<file path="src/rtl/clock_pkg.sv">
// Shared types and BCD helpers for the multi-alarm clock core.
package clock_pkg;

    typedef enum logic [1:0] {
        IDLE   = 2'd0,
        RING   = 2'd1,
        SNOOZE = 2'd2
    } alarm_state_t;

    localparam logic [7:0] BCD_MAX_MIN  = 8'h59;
    localparam logic [7:0] BCD_MAX_HOUR = 8'h23;

    typedef struct packed {
        logic [7:0] hour;
        logic [7:0] minute;
    } hm_t;

    function automatic logic bcd_valid(input logic [7:0] v);
        return (v[7:4] <= 4'd9) && (v[3:0] <= 4'd9);
    endfunction

endpackage

</file>
<file path="src/rtl/bcd_mod_counter.sv">
// Two-digit BCD counter with synchronous load, wrapping at MOD-1.
module bcd_mod_counter #(
    parameter int unsigned MOD = 60
) (
    input  logic       clk,
    input  logic       rst,
    input  logic       inc,
    input  logic       load,
    input  logic [7:0] load_val,
    output logic [7:0] value,
    output logic       carry_c
);

    localparam int unsigned MAX_BIN = MOD - 1;
    localparam logic [7:0]  MAX_BCD = 8'(((MAX_BIN / 10) << 4) | (MAX_BIN % 10));

    logic [7:0] next_val;

    // BCD increment: wrap at the modulus, otherwise ripple the units digit
    always_comb begin
        next_val = value;
        if (value == MAX_BCD) begin
            next_val = 8'h00;
        end else if (value[3:0] == 4'd9) begin
            next_val = {value[7:4] + 4'd1, 4'd0};
        end else begin
            next_val = {value[7:4], value[3:0] + 4'd1};
        end
    end

    assign carry_c = inc && (value == MAX_BCD);

    always_ff @(posedge clk or posedge rst) begin
        if (rst) begin
            value <= 8'h00;
        end else if (load) begin
            value <= load_val;
        end else if (inc) begin
            value <= next_val;
        end
    end

endmodule

</file>
<file path="src/rtl/multi_alarm_clock_core.sv">
// Timekeeping core: 1 Hz prescaler, BCD hh:mm:ss, N alarm channels and a
// ring/snooze state machine.
module multi_alarm_clock_core
    import clock_pkg::*;
#(
    parameter int unsigned CLK_HZ     = 50_000_000,
    parameter int unsigned N_ALARMS   = 4,
    parameter int unsigned SNOOZE_MIN = 5,
    parameter int unsigned RING_SEC   = 60,
    parameter int unsigned SELW       = $clog2(N_ALARMS + 1)
) (
    input  logic                clk_50m,
    input  logic                cr,
    input  logic                en,
    input  logic                wr_en,
    input  logic [SELW-1:0]     wr_sel,
    input  logic [7:0]          wr_hour,
    input  logic [7:0]          wr_min,
    input  logic [N_ALARMS-1:0] alarm_mask,
    input  logic                snooze,
    input  logic                stop,
    output logic [7:0]          hour,
    output logic [7:0]          minute,
    output logic [7:0]          second,
    output logic                tick_1hz,
    output logic                ringing,
    output logic [SELW-1:0]     ring_id,
    output logic                wr_err
);

    localparam int unsigned PRE_W     = (CLK_HZ > 1) ? $clog2(CLK_HZ) : 1;
    localparam int unsigned SNZ_TICKS = SNOOZE_MIN * 60;
    localparam int unsigned SNZ_W     = $clog2(SNZ_TICKS + 1);
    localparam int unsigned RING_W    = 8;

    logic [PRE_W-1:0]  pre_cnt;
    logic              wrap_c;
    logic              tick_fire_c;
    logic              wr_valid_c;
    logic              clk_wr_c;
    logic              sec_carry_c;
    logic              min_carry_c;
    logic              hour_carry_unused;
    hm_t               alarm_q [N_ALARMS];

    logic              match_c;
    logic [SELW-1:0]   match_id_c;
    logic              mask_held_c;

    alarm_state_t      state_q, state_d;
    logic              ringing_d;
    logic [SELW-1:0]   ring_id_d;
    logic [RING_W-1:0] ring_cnt_q, ring_cnt_d;
    logic [SNZ_W-1:0]  snooze_cnt_q, snooze_cnt_d;

    // Write validation covers digits, time ranges and the target index
    assign wr_valid_c = bcd_valid(wr_hour) && bcd_valid(wr_min)
                     && (wr_hour <= BCD_MAX_HOUR) && (wr_min <= BCD_MAX_MIN)
                     && (wr_sel <= SELW'(N_ALARMS));
    assign clk_wr_c    = wr_en && wr_valid_c && (wr_sel == '0);
    assign wrap_c      = en && (pre_cnt == PRE_W'(CLK_HZ - 1));
    assign tick_fire_c = wrap_c && !clk_wr_c;

    always_ff @(posedge clk_50m or posedge cr) begin
        if (cr) begin
            pre_cnt  <= '0;
            tick_1hz <= 1'b0;
            wr_err   <= 1'b0;
        end else begin
            tick_1hz <= tick_fire_c;
            wr_err   <= wr_en && !wr_valid_c;
            if (clk_wr_c || wrap_c) begin
                pre_cnt <= '0;
            end else if (en) begin
                pre_cnt <= pre_cnt + PRE_W'(1);
            end
        end
    end

    bcd_mod_counter #(.MOD(60)) u_second (
        .clk      (clk_50m),
        .rst      (cr),
        .inc      (tick_fire_c),
        .load     (clk_wr_c),
        .load_val (8'h00),
        .value    (second),
        .carry_c  (sec_carry_c)
    );

    bcd_mod_counter #(.MOD(60)) u_minute (
        .clk      (clk_50m),
        .rst      (cr),
        .inc      (sec_carry_c),
        .load     (clk_wr_c),
        .load_val (wr_min),
        .value    (minute),
        .carry_c  (min_carry_c)
    );

    bcd_mod_counter #(.MOD(24)) u_hour (
        .clk      (clk_50m),
        .rst      (cr),
        .inc      (min_carry_c),
        .load     (clk_wr_c),
        .load_val (wr_hour),
        .value    (hour),
        .carry_c  (hour_carry_unused)
    );

    always_ff @(posedge clk_50m or posedge cr) begin
        if (cr) begin
            for (int k = 0; k < int'(N_ALARMS); k++) begin
                alarm_q[k] <= '0;
            end
        end else if (wr_en && wr_valid_c) begin
            for (int k = 0; k < int'(N_ALARMS); k++) begin
                if (wr_sel == SELW'(k + 1)) begin
                    alarm_q[k] <= '{hour: wr_hour, minute: wr_min};
                end
            end
        end
    end

    // Match on the tick that lands on second 00; lowest channel wins
    always_comb begin
        match_c    = 1'b0;
        match_id_c = '0;
        for (int k = int'(N_ALARMS) - 1; k >= 0; k--) begin
            if (alarm_mask[k] && (alarm_q[k].hour == hour)
                && (alarm_q[k].minute == minute)) begin
                match_c    = 1'b1;
                match_id_c = SELW'(k + 1);
            end
        end
        if (!tick_1hz || (second != 8'h00)) begin
            match_c = 1'b0;
        end
    end

    always_comb begin
        mask_held_c = 1'b0;
        for (int k = 0; k < int'(N_ALARMS); k++) begin
            if (ring_id == SELW'(k + 1)) begin
                mask_held_c = alarm_mask[k];
            end
        end
    end

    always_ff @(posedge clk_50m or posedge cr) begin
        if (cr) begin
            state_q      <= IDLE;
            ringing      <= 1'b0;
            ring_id      <= '0;
            ring_cnt_q   <= '0;
            snooze_cnt_q <= '0;
        end else begin
            state_q      <= state_d;
            ringing      <= ringing_d;
            ring_id      <= ring_id_d;
            ring_cnt_q   <= ring_cnt_d;
            snooze_cnt_q <= snooze_cnt_d;
        end
    end

    // Stop beats mask loss beats snooze beats timeout
    always_comb begin
        state_d = state_q;
        unique case (state_q)
            IDLE: begin
                if (match_c) state_d = RING;
            end
            RING: begin
                if (stop || !mask_held_c) begin
                    state_d = IDLE;
                end else if (snooze) begin
                    state_d = SNOOZE;
                end else if (tick_1hz && (ring_cnt_q == RING_W'(RING_SEC - 1))) begin
                    state_d = IDLE;
                end
            end
            SNOOZE: begin
                if (stop || !mask_held_c) begin
                    state_d = IDLE;
                end else if (tick_1hz && (snooze_cnt_q == SNZ_W'(1))) begin
                    state_d = RING;
                end
            end
            default: state_d = IDLE;
        endcase
    end

    always_comb begin
        ringing_d    = 1'b0;
        ring_id_d    = ring_id;
        ring_cnt_d   = ring_cnt_q;
        snooze_cnt_d = snooze_cnt_q;
        unique case (state_d)
            IDLE: begin
                ring_id_d = '0;
            end
            RING: begin
                ringing_d = 1'b1;
                if (state_q == IDLE) ring_id_d = match_id_c;
                if (state_q != RING) begin
                    ring_cnt_d = '0;
                end else if (tick_1hz) begin
                    ring_cnt_d = ring_cnt_q + RING_W'(1);
                end
            end
            SNOOZE: begin
                if (state_q == RING) begin
                    snooze_cnt_d = SNZ_W'(SNZ_TICKS);
                end else if (tick_1hz) begin
                    snooze_cnt_d = snooze_cnt_q - SNZ_W'(1);
                end
            end
            default: ring_id_d = '0;
        endcase
    end

endmodule
</file>
<file path="config.mk">
export PLATFORM = sky130hd
export DESIGN_NAME = multi_alarm_clock_core
export DESIGN_NICKNAME = d
export VERILOG_FILES = /design/src/rtl/clock_pkg.sv /design/src/rtl/bcd_mod_counter.sv /design/src/rtl/multi_alarm_clock_core.sv
export SDC_FILE = /design/constraint.sdc
export NUM_CORES = 1
export LEC_CHECK = 0
export CORE_ASPECT_RATIO = 0.5
export CORE_UTILIZATION = 55
export CTS_CLUSTER_SIZE = 28
export DETAILED_ROUTE_END_ITERATION = 8
export PLACE_DENSITY = 0.76
export SYNTH_ARGS = -nofsm -noshare
export SYNTH_HDL_FRONTEND = slang
export SYNTH_SLANG_ARGS = --single-unit
export TNS_END_PERCENT = 50
</file>
<file path="constraint.sdc">
create_clock -name clk_50m -period 14.88 [get_ports clk_50m]
set_input_delay 2.976 -clock clk_50m [delete_from_list [all_inputs] [get_ports clk_50m]]
set_output_delay 2.976 -clock clk_50m [all_outputs]
set_load 0.02 [all_outputs]
</file>
# Yosys cells after proc, flatten, opt, wreduce, memory -nomap -nowiden

Cells that the tools add are included.

$add $sub $neg: 9
$lt $le $gt $ge: 7
Eq/ne operators: 31
Mux-type cells: 41
Bitwise logic cells: 1
Reductions and logical operators: 52

Operators with widths:

| kind                                                                             | number |
|---|---|
| 8-bit 2-to-1 mux                                                                 | 14 |
| 8-bit == test                                                                    | 8 |
| 26-bit 2-to-1 mux                                                                | 2 |
| 26-bit by 1-bit adder with 26-bit output, second input constant                  | 1 |
| 26-bit == test, second input constant                                            | 1 |
| 4-bit by 1-bit adder with 4-bit output, second input constant                    | 6 |
| 1-bit logical AND                                                                | 23 |
| 2-bit AND reduction                                                              | 10 |
| 9-bit 2-to-1 mux                                                                 | 2 |
| 8-bit by 6-bit == test with 1-bit output, second input constant                  | 2 |
| 8-bit by 7-bit == test with 1-bit output, second input constant                  | 2 |
| 4-bit less-or-equal comparator, second input constant                            | 4 |
| 3-bit 2-to-1 mux                                                                 | 5 |
| 3-bit by 2-bit == test with 1-bit output, second input constant                  | 4 |
| 4-bit == test, second input constant                                             | 3 |
| 2-bit 2-to-1 mux                                                                 | 6 |
| 2-bit nonzero test                                                               | 6 |
| 1-bit 2-to-1 mux                                                                 | 10 |
| 9-bit by 1-bit == test with 1-bit output, second input constant                  | 1 |
| 3-bit nonzero test                                                               | 3 |
| 9-bit by 1-bit subtractor with 9-bit output, second input constant               | 1 |
| 8-bit by 1-bit adder with 8-bit output, second input constant                    | 1 |
| 8-bit by 6-bit less-or-equal comparator with 1-bit output, second input constant | 1 |
| 8-bit by 7-bit less-or-equal comparator with 1-bit output, second input constant | 1 |
| other kinds (15)                                                                 | 24 |

Bits in registers: 139
Input port bits: 29
Output and inout bits: 30
Logic and storage cells: 163

# Depth between registers and ports, before layout

Depth after elaboration: 14
Mapped depth: 10
Depth with buffers taken out: 9

# Modules after synthesis

From an unflattened synthesis, not the netlist that was laid out.

Cell total of the unflattened synthesis: 715
Area total of the unflattened synthesis: 7653.6 um^2

Modules (own cells, without submodules):

| module                         | instances | cells an instance | area each (um^2) | seq. area each (um^2) |
|---|---|---|---|---|
| multi_alarm_clock_core         | 1         | 530               | 5900.7           | 2877.8 |
| bcd_mod_counter (u_minute ...) | 2         | 64                | 601.8            | 200.2 |
| bcd_mod_counter (u_hour)       | 1         | 57                | 549.3            | 200.2 |

# Least setup slack after synthesis

No wires, ideal clock.

Path type: in2reg
Start: in en
End: reg u_hour.value[6]
Library setup time: 0.078 ns
Arrival time: 5.150 ns
Data required time: 14.802 ns
Setup slack: 9.652 ns
Cell stages on the path: 8
Path buffers: 2
Cells stage by stage: buf_4 -> and3_4 -> nand4_1 -> or4_1 -> or4_4 -> buf_6 -> or4_1 -> a21oi_1

Cells in the longest elaborated chain, start to end: 6

RTL lines:

| item                            | line                         | text |
|---|---|---|
| start: declaration              | multi_alarm_clock_core.sv:14 | `input logic en,` |
| 1-bit logical AND               | multi_alarm_clock_core.sv:61 | `assign wrap_c = en && (pre_cnt == PRE_W'(CLK_HZ - 1));` |
| 1-bit logical AND               | multi_alarm_clock_core.sv:62 | `assign tick_fire_c = wrap_c && !clk_wr_c;` |
| 1-bit logical AND (2 in series) | bcd_mod_counter.sv:31        | `assign carry_c = inc && (value == MAX_BCD);` |
| 2-bit nonzero test (no line)    | n/a                          |  |
| 2-bit AND reduction (no line)   | n/a                          |  |
| end signal: assignment          | bcd_mod_counter.sv:37        | `value <= load_val;` |
| end signal: assignment          | bcd_mod_counter.sv:39        | `value <= next_val;` |
| end: declaration                | bcd_mod_counter.sv:10        | `output logic [7:0] value,` |

Every way passes these cells.
A chain may end at the register's enable or synchronous reset.

# Worst setup path in the final report

Start: in en
End: reg u_hour.value[7]

Same word-level chain as after synthesis.

==> flow_summary.json <==
{
  "drv_cap": 0,
  "antenna_found_initial": 0,
  "io_buffer_count": 58,
  "fin_skew_ns": 0.00985,
  "top_usage_layer": "met2",
  "cts.sinks": 139,
  "coreArea_um2": 12900,
  "fmaxAchievable_mhz": 180,
  "drtIter0Drc": 446,
  "crit_arrival_ns": 5.87,
  "cts_buffers": 17,
  "synth_commonest_cells": "dfrtp_1, nor2_1, xor2_1, mux2_2, nand2_1",
  "clkTransAtPathRegs_ns": 0.06,
  "violations": "DRC",
  "power_density_nw_per_um2": 110,
  "routed_via_density": 5.88,
  "fin_crit_sh": 0.373,
  "dp_hpwl_mm": 11.8,
  "hp-class": "flip-flop to flip-flop",
  "use_met1": 0.368,
  "gp_congestion": 0.833,
  "slew_headroom": 0.241,
  "slew_viol_final": 0,
  "dr.pass1.iters": 7,
  "grt_pass1_vias": 5451,
  "clk_latency_ns": 0.42,
  "drc": 4,
  "start_util": 0.573,
  "cts_tree": "built",
  "chipHeight_um": 83.9,
  "synth_area_leader_cell": "dfrtp_1",
  "fill_cells": 986,
  "ctsHtreeMaxLevel": 4,
  "ys_types": 55,
  "syn-num-nets": 773,
  "gr-usage-met2": 0.405,
  "met3_usage": 0.0635,
  "syn2layout_area_growth_pct": 17.3,
  "wl_mm": 17.2,
  "dp_cells": 922,
  "syn_inst": 726,
  "cp_max_fo": 13,
  "setup_tns_ns": 0,
  "finalWorstSetupSlack_ns": 9.33,
  "setup_viol": 0,
  "cts_resized": 0,
  "leakagePower_nw": 4.09,
  "multi_input_area_um2": 3680,
  "cts-root-buf": "clkbuf_16",
  "synth_top_area_share": 0.472,
  "start_kind": "input port",
  "rsz0062_at_grt": "false",
  "dp_slack_ns": 8.94,
  "grt-ovfl-total": 0,
  "postCtsHoldBufs": 0,
  "fin_crit_ns": 5.55,
  "cp-end-kind": "flip-flop",
  "syn-mean-instance-area_um2": 10.2,
  "layout-drive-gt1-share": 0.117,
  "ff_latch_area_um2": 3480,
  "stdcell_count": 953,
  "fin_util": 0.672,
  "vias": 5605,
  "row_count": 29,
  "die_w_um": 166,
  "required_ns": 15.21,
  "post_cts_buffers": 0,
  "num_io_pins": 59,
  "synthArstFlopShare": 1.00,
  "grt_pass1_wl_mm": 28.4,
  "antenna_cells": 0,
  "worstSetupPathType": "input port to flip-flop",
  "ys_ff_latch": 139,
  "ant_nets": 0,
  "ys_warn_count": 0,
  "track_usage": 0.265,
  "synth_area_um2": 7380,
  "dieArea_um2": 13900,
  "whs_ns": 0.507,
  "seq_area_frac_synth": 0.472,
  "vdd_ir_drop_max_mv": 0.0739,
  "synth.most_common_cell": "dfrtp_1",
  "cts_buffer_depth": 2,
  "synth_edf_count": 0,
  "nNetsFinal": 818,
  "status": "finished, violations left",
  "worst_pin_slew_ns": 1.14,
  "grt_max_degree": 96,
  "hold_violations": 0,
  "avgRoutedWirePerCell_um": 18.1,
  "ys_top_cells_by_area": "dfrtp_1, mux2_2, xor2_1",
  "synth_ff_type": "dfrtp_1"
}
## per-stage QoR
stage	total power, mW	cell area, µm²
detailed placement	0.514	8050
global route	0.980	8660
global placement	0.512	8050
floorplan	0.479	7380
finish	0.950	8660
CTS	0.954	8660
## area by class of cell
cell class	instances	area share
Clock inverter	7	0.0130
Tap cell	170	0.0246
Inverter	21	0.00968
Multi-Input combinational cell	532	0.425
Clock buffer	24	0.0568
Sequential cell	139	0.402
Timing Repair Buffer	60	0.0688
## sequential cells by signal (all words and copies together) (netlist names)
| name | count |
|---|---|
| state_q | 2 |
| ring_cnt_q | 8 |
| ring_id | 3 |
| u_hour.value | 8 |
| tick_1hz | 1 |
| snooze_cnt_q | 9 |
| wr_err | 1 |
| pre_cnt | 26 |
| alarm_q | 64 |
| u_minute.value | 8 |
| u_second.value | 8 |
| ringing | 1 |
## report_power, final
part	total (mW)	internal (mW)	switching (mW)
clock	0.441	0.280	0.161
sequential	0.414	0.394	0.0198
combinational	0.0948	0.0435	0.0513
## cell usage in the layout, fill, tap and decap left out, drive strengths merged, types with 12 or more instances in the layout
| cell | n |
|---|---|
| clkbuf | 24 |
| nor2 | 64 |
| xnor2 | 29 |
| mux2 | 53 |
| or4 | 12 |
| xor2 | 63 |
| nand2 | 49 |
| ha | 18 |
| nor3 | 23 |
| clkdlybuf4s50 | 58 |
| o21ai | 33 |
| nor4 | 14 |
| nand4 | 19 |
| inv | 21 |
| a21oi | 28 |
| dfrtp | 139 |
| nand3 | 29 |
## final timing paths
| kind | slack (ns) | end | from | depth (start not counted) |
|---|---|---|---|---|
| max reg2reg | 11.95 | u_hour.value[7] | pre_cnt[0] | 7 |
| max in group asynchronous | 10.60 | pre_cnt[15] | cr | 3 |
| max | 9.33 | u_hour.value[7] | en | 7 |
| min reg2reg | 0.51 | alarm_q[30] | alarm_q[30] | 1 |
| min | 0.51 | alarm_q[30] | alarm_q[30] | 1 |
| min in group asynchronous | 3.09 | alarm_q[32] | cr | 2 |
## worst max-delay path: stages
cell and delay (ns):
clkdlybuf4s50_1 0.61, and3_4 0.23, nand4_1 0.15, or4_1 0.56
or4_4 0.66, or4_1 0.52, a21oi_1 0.16
## per-layer routing
layer | up-vias | part of all wire
met4 | 0 | 0.018
met5 | - | 0
met1 | 2797 | 0.48
met2 | 135 | 0.45
li1 | 2643 | -
met3 | 30 | 0.055
## kinds of logic after synthesis
group | Yosys count | share of synthesized area
simple gates | 273 | 0.198
flops | 139 | 0.472
xor+xnor | 92 | 0.109
compound gates | 91 | 0.0738
mux | 58 | 0.0877
buf+inv | 55 | 0.0295
fa+ha+maj | 18 | 0.0305
(Power assumes the default switching activity.)
